**config.mk**
```make
export PLATFORM = sky130hd
export DESIGN_NAME = imem_loader
export DESIGN_NICKNAME = d
export VERILOG_FILES = /design/src/rtl/imem_loader.sv
export SDC_FILE = /design/constraint.sdc
export NUM_CORES = 1
export LEC_CHECK = 0
export BUFFER_PORTS_ARGS = -buffer_cell sky130_fd_sc_hd__buf_2
export CORE_MARGIN = 2
export CORE_UTILIZATION = 40
export CTS_CLUSTER_DIAMETER = 100
export DETAILED_ROUTE_END_ITERATION = 12
export GPL_ROUTABILITY_DRIVEN = 0
export PLACE_DENSITY = 0.65
export SLEW_MARGIN = 25
export SYNTH_ARGS = -nofsm -noshare
export SYNTH_HDL_FRONTEND = slang
export SYNTH_SLANG_ARGS = --single-unit
```
**constraint.sdc**
```tcl
create_clock -name clk -period 3.2 [get_ports clk]
set_clock_uncertainty 0.05 [all_clocks]
set_input_delay 0.64 -clock clk [delete_from_list [all_inputs] [get_ports clk]]
set_output_delay 0.64 -clock clk [all_outputs]
set_load 0.01 [all_outputs]
```
**src/rtl/imem_loader.sv**
```systemverilog
// Instruction memory (16 x 8) with reset-time default program and a byte-serial
// loader driven by slow asynchronous mode/strobe pins; feeds the fetch stage.
module imem_loader #(
    parameter int IMEM_SZ = 16,
    parameter int INST_W  = 8
) (
    input  logic                       clk,
    input  logic                       rst_n,
    input  logic                       prog_mode,
    input  logic                       prog_strobe,
    input  logic [INST_W-1:0]          prog_data,
    input  logic [$clog2(IMEM_SZ)-1:0] pc,
    output logic [INST_W-1:0]          inst,
    output logic                       cpu_hold,
    output logic [$clog2(IMEM_SZ)-1:0] wr_addr,
    output logic [INST_W-1:0]          checksum,
    output logic                       full
);
    localparam int AW = $clog2(IMEM_SZ);

    typedef enum logic [1:0] {RUN, LOAD, FLUSH} state_t;

    function automatic logic [INST_W-1:0] default_byte(input int idx);
        case (idx)
            0:       return INST_W'(8'h44);
            1:       return INST_W'(8'h0F);
            2:       return INST_W'(8'h1E);
            3:       return INST_W'(8'h22);
            4:       return INST_W'(8'h1F);
            5:       return INST_W'(8'h0E);
            6:       return INST_W'(8'hF2);
            7:       return INST_W'(8'h13);
            default: return '0;
        endcase
    endfunction

    logic              mode_s1_q, mode_s_q;
    logic              strb_s1_q, strb_s_q, strb_dly_q;
    logic              strb_rise;
    state_t            state_q, state_d;
    logic [AW-1:0]     wr_addr_q, wr_addr_d;
    logic [INST_W-1:0] checksum_q, checksum_d;
    logic              full_q, full_d;
    logic              wr_en;
    logic [INST_W-1:0] mem_q [IMEM_SZ];

    always_ff @(posedge clk or negedge rst_n) begin
        if (!rst_n) begin
            mode_s1_q  <= 1'b0;
            mode_s_q   <= 1'b0;
            strb_s1_q  <= 1'b0;
            strb_s_q   <= 1'b0;
            strb_dly_q <= 1'b0;
        end else begin
            mode_s1_q  <= prog_mode;
            mode_s_q   <= mode_s1_q;
            strb_s1_q  <= prog_strobe;
            strb_s_q   <= strb_s1_q;
            strb_dly_q <= strb_s_q;
        end
    end

    // One pulse per strobe rise, however long the strobe stays high.
    assign strb_rise = strb_s_q & ~strb_dly_q;

    always_ff @(posedge clk or negedge rst_n) begin
        if (!rst_n) begin
            state_q    <= RUN;
            wr_addr_q  <= '0;
            checksum_q <= '0;
            full_q     <= 1'b0;
        end else begin
            state_q    <= state_d;
            wr_addr_q  <= wr_addr_d;
            checksum_q <= checksum_d;
            full_q     <= full_d;
        end
    end

    always_comb begin
        state_d    = state_q;
        wr_addr_d  = wr_addr_q;
        checksum_d = checksum_q;
        full_d     = full_q;
        wr_en      = 1'b0;
        case (state_q)
            RUN: begin
                if (mode_s_q) begin
                    state_d    = LOAD;
                    wr_addr_d  = '0;
                    checksum_d = '0;
                    full_d     = 1'b0;
                end
            end
            LOAD: begin
                // Leaving program mode takes priority over a coincident strobe.
                if (!mode_s_q) begin
                    state_d = FLUSH;
                end else if (strb_rise && !full_q) begin
                    wr_en      = 1'b1;
                    checksum_d = checksum_q + prog_data;
                    wr_addr_d  = wr_addr_q + AW'(1);
                    if (wr_addr_q == AW'(IMEM_SZ - 1)) begin
                        full_d = 1'b1;
                    end
                end
            end
            FLUSH:   state_d = RUN;
            default: state_d = RUN;
        endcase
    end

    always_ff @(posedge clk or negedge rst_n) begin
        if (!rst_n) begin
            for (int i = 0; i < IMEM_SZ; i++) begin
                mem_q[i] <= default_byte(i);
            end
        end else if (wr_en) begin
            mem_q[wr_addr_q] <= prog_data;
        end
    end

    assign inst     = mem_q[pc];
    assign cpu_hold = (state_q != RUN);
    assign wr_addr  = wr_addr_q;
    assign checksum = checksum_q;
    assign full     = full_q;

endmodule
```
==> metrics.md, run 1 <==
| Metric | Value |
|---|---|
| Outcome | `complete, no violations` |
| Yosys top cell by area | `dfrtp_1` |
| Via count | `between 3000 and 4000` |
| DRC | `0` |
| Max frequency | `342 MHz` |
| CTS sink cnt | `148` |
| Post-route ant nets | `0` |
| Starting Density | `41.1%` |
| CTS Buf Count | `17` |
| Final hold vios | `0` |
| HPWL Detailed | `9950 um` |
| Avg Cell Area, Syn | `16.2 sq um` |
| Routed WL | `15600 um` |
| Wirelength per Cell | `21.8 um` |
| Crit end category | `primary output` |
| Tcrit/Tclk final | `91.4%` |
| Width of the die | `between 100 and 150 um` |
| Number of enable flip-flop cells after synthesis | `0` |
| Period minus WS final | `2.92 ns` |
| First DRT Iteration DRCs | `244` |
| CTS tree | `built` |
| GRT met3 Usage | `4.01%` |
| Count leader, synth | `dfrtp_1` |
| Largest net degree at the start of global routing | `75` |
| DR vias/cell | `5.56` |
| Root Buffer | `clkbuf_16` |
| Clock tree buffer depth | `2` |
| Cts repair resizes | `0` |
| Grt met1 use | `25.3%` |
| Ranking of synthesized cells by area | `dfrtp_1 (42%), mux2_2 (10%), dfstp_2 (10%)` |
| Maxcap violations | `0` |
| Busiest grt layer | `met2` |
| CP Launch Point | `pc[0]` |
| CP Data Required Time | `2.51 ns` |
| Syn Inst Count | `440` |
| Critical path cell sequence | `buf_2 > buf_12 > mux4_1 > mux4_2 > buf_2` |
| Vias in the first global route | `around 4200` |
| VDD IR max | `406 uV` |
| Clock latency at the later pin of the worst-skew pair | `0.42 ns` |
| Final-report setup violation count | `0` |
| Crit path largest cell delay | `0.58 ns` |
| Ys async rst share | `between 90% and 100%` |
| Reg2Reg Depth | `5` |
| Gr ovfl total | `0` |
| Die area | `18900 sq um` |
| Post-CTS Setup Bufs | `0` |
| Core area | `17400 sq um` |
| Worst path slowest cell | `mux4_1` |
| IO Port Bufs | `37` |
| Max Slew Vio Count | `0` |
| Dpl ws | `0.287 ns` |
| First-pass iteration count of the detailed router | `4` |
| Mapped Nets | `468` |
| CP most frequent cell | `buf_2` |
| Yosys warnings | `0` |
| Die height | `138 um` |
| Max FO, Critical Path | `25` |
| Sequential area share after synthesis | `52.4%` |
| Crit path kind | `input pin to primary output` |
| Rows | `48` |
| Unrepaired setup endpoints after global routing | `false` |
| Synthesized area | `7130 sq um` |
| Layout net count | `506` |
| Initial antenna violation count | `0` |
| HP Class | `input pin to asynchronous set/reset pin` |
| Synth cell count leaders | `dfrtp_1 (120), mux2_2 (66), mux2_1 (63)` |
| Slew at the pin closest to its max-slew limit | `0.657 ns` |
| Share of cells above drive strength 1 | `about 41%` |
| Slew margin rel. | `between 50% and 60%` |
| Post-synthesis cell type count | `41` |
| CP Launch Type | `input pin` |
| Flop2flop setup slack | `0.78 ns` |
| Leading register cell type out of synthesis | `dfrtp_1` |
| Worst R2R End | `mem_q[110]` |
| CTS Hold Bufs | `0` |
| GR Layer Usage met2 | `28.8%` |
| CP arrival | `2.23 ns` |
| WP buf/inv | `3` |
| Crit path max-delay family | `multiplexers` |
| H-tree depth | `4` |
| #FFs+latches synth | `148` |
| Gr usage total | `18.4%` |
| Origin of the critical flop-to-flop path | `full` |
| CTS clk-pin slew, worst paths | `0.06 ns` |
| Fin worst setup slack | `about 0.28 ns` |
| Total Neg Setup Slack | `0 ns` |
| Ports | `38` |
| Pwr/cell area | `roughly 600 nW/um^2` |
| Leakage | `3.49 nW` |
| P&R area growth vs syn | `14.6%` |
| First-pass GRT wire length | `24800 um` |
| Ant diodes | `0` |
| Synth top area share | `42.1%` |
==> cell type report <==
cell class | instances | area, sq um
clock buffer | 22 | 474
tap | 225 | 282
sequential | 148 | 3740
fill | 1500 | 9180
clock inverter | 10 | 153
multi-input combinational | 261 | 3210
timing repair buffer | 46 | 309
inverter | 4 | 15.0
==> placed cells by master (no fill, tap or decap), types with 9 or more instances in the layout <==
cell type,netlist,final
buf_2,5,36
clkbuf_16,0,17
dfrtp_1,120,120
dfstp_2,28,28
ha_1,11,11
mux2_1,63,63
mux2_2,66,66
mux4_1,24,24
mux4_2,16,16
nand2_1,12,12
nand3_4,9,9
o21ai_0,10,10
==> report_power, final <==
part / internal [mW] / switching [mW] / total [mW] / leakage [nW]
combinational: 0.317 / 0.293 / 0.609 / 1.44
clock: 1.36 / 0.748 / 2.11 / 0.310
sequential: 2.09 / 0.103 / 2.19 / 1.74
==> sequential cells by signal (all words and copies together) (netlist names) <==
| register | flops |
|---|---|
| checksum | 8 |
| full | 1 |
| mem_q | 128 |
| mode_s1_q | 1 |
| mode_s_q | 1 |
| state_q | 2 |
| strb_dly_q | 1 |
| strb_s1_q | 1 |
| strb_s_q | 1 |
| wr_addr | 4 |
==> worst register-to-register path, stage by stage (launching register included) <==
cell and delay (ns):
dfrtp_1 0.40, nor3b_2 0.27, and3_1 0.61, buf_4 0.31, nand3_4 0.24, mux2_1 0.41
==> how the worst max path moves through the flow <==
stage	to	slack [ns]	cells after the start
final	inst[6]	0.28	5
after global routing	inst[7]	0.22	5
after detailed placement	inst[6]	0.29	5
after floorplan	inst[0]	0.60	4
after CTS	inst[6]	0.27	5
after global placement	inst[6]	0.28	5
==> logic make-up after synthesis <==
family	synth area share (%)
AOI/OAI and AO/OA	2.93
xor gates and xnor gates	0.368
adders and majority gates	2.21
buffers and inverters	2.63
DFF	52.4
muxes	34.3
and+or+nand+nor	5.19
==> layer usage <==
metal  vias up  wire [um]
li1       1758          -
met5         -          0
met4         0        293
met2        69       7500
met3        18        568
met1      2137       7210
==> per-stage QoR <==
| stage | std cells | hold WS (ns) | total power [mW] | cell area, sq um | util (%) |
|---|---|---|---|---|---|
| after floorplan | 440 | 0.281 | 2.64 | 7130 | - |
| after global placement | 684 | 0.284 | 2.82 | 7550 | 43.5 |
| after detailed placement | 684 | 0.292 | 2.85 | 7550 | 43.5 |
| after CTS | 716 | 0.129 | 4.96 | 8180 | 47.1 |
| after global routing | 716 | 0.148 | 5.13 | 8180 | 47.1 |
| final | 716 | 0.110 | 4.91 | 8180 | 47.1 |
No activity file was read; power rests on OpenSTA's default activity.
==> inputs of run 2 (changes only) <==
==> constraint.sdc (replaced) <==
create_clock -name clk -period 3.2 [get_ports clk]
set_clock_uncertainty 0.05 [all_clocks]
set_input_delay 0.8 -clock clk [delete_from_list [all_inputs] [get_ports clk]]
set_output_delay 0.8 -clock clk [all_outputs]
set_load 0.01 [all_outputs]
==> run 2 against run 1 <==
Against the previous run: critical path depth stayed put; utilization up 0.32 points; worst hold slack gained 0.16 ns; fmax decreased by 7.6%; first-iteration DRC count is 25% lower; largest power group unchanged; critical path type unchanged; sequential share of layout area decreased by 0.31 points; final cell count up 0.42%; setup slack worse by 0.24 ns; count of clock-buffer cells in the layout rose by 1.
==> metrics.md, run 2 (synthesis results as in run 1) <==
| Metric | Value |
|---|---|
| Gr usage total | `18.4% (about the same)` |
| Max FFs per register | `128 (unchanged)` |
| Root Buffer | `clkbuf_16` |
| Reg2Reg Depth | `5 (unchanged)` |
| Post-route ant nets | `0 (unchanged)` |
| Slew margin rel. | `57.5% (+1.4 points)` |
| Maxcap violations | `0 (unchanged)` |
| CTS Buf Count | `17 (unchanged)` |
| Finished Cell Area | `8230 sq um (+0.67%)` |
| Rows | `48 (unchanged)` |
| Clock latency at the later pin of the worst-skew pair | `0.42 ns (about the same)` |
| DRC | `0 (unchanged)` |
| Unrepaired setup endpoints after global routing | `true` |
| Largest net degree at the start of global routing | `51 (-32%)` |
| Width of the die | `138 um (unchanged)` |
| H-tree depth | `4 (unchanged)` |
| Max FO, Critical Path | `9 (-64%)` |
| HPWL Detailed | `9920 um (-0.35%)` |
| Starting Density | `41.1% (unchanged)` |
| CP Data Required Time | `2.35 ns (-0.16 ns)` |
| CTS tree | `built` |
| DR vias/cell | `5.58 (+0.41%)` |
| Layout net count | `509 (+0.59%)` |
| Share of cells above drive strength 1 | `42.1% (+0.76 points)` |
| First DRT Iteration DRCs | `183 (-25%)` |
| Core Util, Final | `47.4% (+0.32 points)` |
| Flop2flop setup slack | `0.81 ns (+0.03 ns)` |
| CTS clk-pin slew, worst paths | `0.05 ns (about the same)` |
| Worst R2R End | `mem_q[75]` |
| Initial antenna violation count | `0 (unchanged)` |
| Period minus WS final | `3.17 ns (+0.242 ns)` |
| Ant diodes | `0 (unchanged)` |
| Most frequent cells in the layout | `dfrtp_1 (120), mux2_2 (66), mux2_1 (63)` |
| Gr ovfl total | `0 (unchanged)` |
| Wirelength per Cell | `21.8 um (+0.43%)` |
| Pwr/cell area | `603 nW/um^2 (+0.43%)` |
| CP Launch Type | `input pin` |
| P&R area growth vs syn | `15.4%` |
| Ports | `38 (unchanged)` |
| Leakage | `3.51 nW (+0.75%)` |
| Via count | `4015 (+0.83%)` |
| Hold Slack | `0.267 ns (+0.157 ns)` |
| Die height | `138 um (unchanged)` |
| Crit path kind | `input pin to primary output` |
| Most common cell after layout, fill and taps aside | `dfrtp_1` |
| CTS Hold Bufs | `0 (unchanged)` |
| Placed instance area | `7550 sq um (about the same)` |
| Max Slew Vio Count | `0 (unchanged)` |
| Vias in the first global route | `4221 (+0.33%)` |
| First-pass GRT wire length | `24800 um (about the same)` |
| Top reg by flops | `mem_q` |
| Crit end category | `primary output` |
| Core area | `17400 sq um (unchanged)` |
| First-pass iteration count of the detailed router | `4 (unchanged)` |
| VDD IR max | `450 uV (+11%)` |
| Die area | `18900 sq um (unchanged)` |
| Slew at the pin closest to its max-slew limit | `0.636 ns (-0.0205 ns)` |
| CTS sink cnt | `148 (unchanged)` |
| Final hold vios | `0 (unchanged)` |
| Outcome | `complete, no violations` |
| Tcrit/Tclk final | `99.0% (+7.6 points)` |
| Final-report setup violation count | `0 (unchanged)` |
| Routed WL | `15700 um (+0.85%)` |
| IO Port Bufs | `37 (unchanged)` |
| CP arrival | `2.32 ns (+0.09 ns)` |
| Max frequency | `316 MHz (-7.6%)` |
| HP Class | `input pin to asynchronous set/reset pin` |
| Clock tree buffer depth | `2 (unchanged)` |
| Post-CTS Setup Bufs | `0 (unchanged)` |
| Origin of the critical flop-to-flop path | `full` |
==> run 2: cell types whose count changed in the layout (fill, tap and decap cells not counted), sizes merged <==
cell,change
buf,+3
clkbuf,+1
clkinv,-1
==> run 2: stage by stage <==
stage	power (mW)	setup WS [ns]	std cells	setup TNS, ns
finish	4.97	0.0334	719	0
global route	5.17	-0.00360	719	-0.00424
CTS	5.02	0.0348	719	0
detailed placement	2.84	-0.0224	686	-0.0522
global placement	2.81	-0.0263	686	-0.0319
floorplan	2.64	0.277	440	0
==> run 2: worst max-delay path by stage <==
stage	start	end	slack, ns
final	pc[0]	inst[6]	0.03
after global routing	pc[0]	inst[2]	-0.004
after CTS	pc[0]	inst[6]	0.03
after detailed placement	pc[0]	inst[6]	-0.02
after global placement	pc[0]	inst[6]	-0.03
after floorplan	pc[0]	inst[0]	0.28
==> run 2: area by class of cell <==
cell class	instances	area, sq um
multi-input cells	261	3200
repair buffers	49	349
inverters	4	15.0
fillers	1467	9120
well taps	225	282
clock inverters	9	148
flip-flops and latches	148	3740
clock buffers	23	498
==> run 2: power by group <==
part           switching [mW]  leakage, nW  total (mW)  internal [mW]
logic                   0.295         1.45       0.617          0.322
registers               0.104         1.74        2.20           2.09
clock network           0.749        0.319        2.15           1.40
total                    1.15         3.51        4.97           3.82
==> run 2: critical path, cell delays in order <==
cell,delay (ns)
buf_6,0.13
buf_12,0.16
mux4_1,0.56
mux4_2,0.50
buf_2,0.17
==> run 2: repair_timing <==
| item | in CTS | in global routing |
|---|---|---|
| setup endpoints to repair | 4 | 3 |
| endpoints found under the hold margin | 0 | 0 |
| cloned | 1 | 0 |
| gates resized for setup | 4 | 1 |
==> run 2: metal layers <==
metal / up-vias / GRT usage [%] / wire, um
li1: 1767 / - / -
met1: 2133 / 24.6 / 7250
met2: 96 / 29.2 / 7560
met3: 19 / 4.60 / 601
met4: 0 / 6.53 / 304
met5: - / 0 / 0
==> inputs of run 3 (changes only) <==
--- a/config.mk
+++ b/config.mk
@@ -11,7 +11,6 @@
 export CTS_CLUSTER_DIAMETER = 100
 export DETAILED_ROUTE_END_ITERATION = 12
 export GPL_ROUTABILITY_DRIVEN = 0
-export PLACE_DENSITY = 0.65
 export SLEW_MARGIN = 25
 export SYNTH_ARGS = -nofsm -noshare
 export SYNTH_HDL_FRONTEND = slang
==> constraint.sdc (replaced) <==
create_clock -name clk -period 4.1 [get_ports clk]
set_clock_uncertainty 0.05 [all_clocks]
set_input_delay 1.025 -clock clk [delete_from_list [all_inputs] [get_ports clk]]
set_output_delay 1.025 -clock clk [all_outputs]
set_load 0.01 [all_outputs]
==> run 3 against run 2 <==
Against the previous run: critical path depth unchanged; die area stayed put; cell area is 1.1% lower; power decreased by 23%; final cell count shrank 0.70%; combinational power decreased by 24%; clock power shrank 23%; critical endpoint unchanged.
==> metrics.md, run 3 (synthesis results as in run 1) <==
| Metric | Value |
|---|---|
| Via count | `3986 (-0.72%)` |
| CP Data Required Time | `3.02 ns (+0.67 ns)` |
| Final-report setup violation count | `0 (unchanged)` |
| Starting Density | `41.1% (unchanged)` |
| Share of cells above drive strength 1 | `41.5% (-0.59 points)` |
| Max FFs per register | `128 (unchanged)` |
| Slew at the pin closest to its max-slew limit | `0.877 ns (+0.241 ns)` |
| CTS sink cnt | `148 (unchanged)` |
| Max frequency | `around 270 MHz` |
| Total Neg Setup Slack | `0 ns (unchanged)` |
| First DRT Iteration DRCs | `174 (-4.9%)` |
| Gr usage total | `18.3% (-0.090 points)` |
| CP Launch Type | `input pin` |
| Clock tree buffer depth | `2 (unchanged)` |
| Max FO, Critical Path | `32 (+23)` |
| Routed WL | `15500 um (-1.2%)` |
| CP arrival | `2.64 ns (+0.32 ns)` |
| Die area | `18900 sq um (unchanged)` |
| CTS Hold Bufs | `0 (unchanged)` |
| Maxcap violations | `0 (unchanged)` |
| Pwr/cell area | `472 nW/um^2 (-22%)` |
| Dpl ws | `0.377 ns (+0.400 ns)` |
| Max Slew Vio Count | `0 (unchanged)` |
| DR vias/cell | `5.58 (about the same)` |
| Width of the die | `138 um (unchanged)` |
| Root Buffer | `clkbuf_16` |
| First-pass iteration count of the detailed router | `4 (unchanged)` |
| Core area | `17400 sq um (unchanged)` |
| CTS clk-pin slew, worst paths | `0.06 ns (about the same)` |
| Crit path kind | `input pin to primary output` |
| Initial antenna violation count | `0 (unchanged)` |
| Gr ovfl total | `0 (unchanged)` |
| H-tree depth | `4 (unchanged)` |
| Crit end category | `primary output` |
| CTS tree | `built` |
| First-pass GRT wire length | `24800 um (-0.22%)` |
| Most common cell after layout, fill and taps aside | `dfrtp_1` |
| Vias in the first global route | `4259 (+0.90%)` |
| Post-route ant nets | `0 (unchanged)` |
| Period minus WS final | `between 3 and 4 ns` |
| Fin worst setup slack | `0.386 ns (+0.352 ns)` |
| HP Class | `flip-flop to flip-flop` |
| Wirelength per Cell | `21.7 um (-0.52%)` |
| Power Total | `3.84 mW (-23%)` |
| IO Port Bufs | `37 (unchanged)` |
| Post-CTS Setup Bufs | `0 (unchanged)` |
| Cts repair resizes | `0 (-4)` |
| Leakage | `3.46 nW (-1.4%)` |
| Hold Slack | `0.298 ns (+0.0306 ns)` |
| Crit path largest cell delay | `0.56 ns (about the same)` |
| Slew margin rel. | `41.5% (-16 points)` |
| Unrepaired setup endpoints after global routing | `false` |
| Tcrit/Tclk final | `90.6%` |
| Outcome | `complete, no violations` |
| Clock latency at the later pin of the worst-skew pair | `0.42 ns (about the same)` |
| Worst path slowest cell | `mux4_2` |
| Ant diodes | `0 (unchanged)` |
| Critical path cell sequence | `buf_2 > buf_12 > mux4_2 > mux4_2 > buf_2` |
| P&R area growth vs syn | `14.2%` |
| Final hold vios | `0 (unchanged)` |
| HPWL Detailed | `9910 um (about the same)` |
| Rows | `48 (unchanged)` |
| Die height | `138 um (unchanged)` |
| DRC | `0 (unchanged)` |
| Largest net degree at the start of global routing | `90 (+76%)` |
| Ports | `38 (unchanged)` |
| Most frequent cells in the layout | `dfrtp_1 (120), mux2_2 (66), mux2_1 (63)` |
| VDD IR max | `302 uV (-33%)` |
| Top reg by flops | `mem_q` |
| Layout net count | `504 (-0.98%)` |
| CTS Buf Count | `17 (unchanged)` |
-- run 3: cell count changes in the layout (fill, tap and decap cells not counted), sizes merged --
cell	delta
buf	-5
clkinv	+1
clkbuf	-4
clkinvlp	+2
inv	+1
-- run 3: metrics by stage --
| step | std cells | util [%] | cell area (sq um) |
|---|---|---|---|
| floorplan | 440 | - | 7130 |
| global placement | 682 | 43.3 | 7510 |
| detailed placement | 682 | 43.3 | 7510 |
| CTS | 714 | 46.9 | 8140 |
| global route | 714 | 46.9 | 8140 |
| finish | 714 | 46.9 | 8140 |
-- run 3: report_power, final --
group / switching (mW) / internal (mW) / leakage (nW)
combinational: 0.228 / 0.244 / 1.42
sequential: 0.0803 / 1.63 / 1.74
clock: 0.608 / 1.05 / 0.305
total: 0.916 / 2.92 / 3.46
-- run 3: final cells by class --
cell class                 instances  area, sq um
tap                              225          282
inverter                           4         15.0
fill                            1481         9210
clock buffer                      19          453
sequential                       148         3740
multi-input combinational        261         3210
clock inverter                    13          180
timing repair buffer              44          269
-- run 3: worst max-delay path, delay by kind of cell --
family                 cells  cell delay (ns)
multiplexers               2             1.07
buffers and inverters      3             0.51
-- run 3: layer usage --
layer | GRT usage, % | share of wire, % | vias to the layer above
met1 | 24.6 | 47 | 2145
met4 | 6.64 | 2.0 | 0
li1 | - | - | 1755
met2 | 29.2 | 48 | 66
met3 | 3.97 | 2.7 | 20
met5 | 0 | 0 | -
-- run 3: final timing paths --
check                           from    endpoint  slack [ns]  cells after the start
setup / recovery               pc[0]     inst[6]        0.39                      5
hold reg to reg            mode_s1_q    mode_s_q        0.30                      0
max in group asynchronous      rst_n  mem_q[113]        2.50                      2
hold / removal             mode_s1_q    mode_s_q        0.30                      0
setup reg to reg                full   mem_q[45]        1.46                      5
min in group asynchronous      rst_n  mem_q[103]        0.61                      1
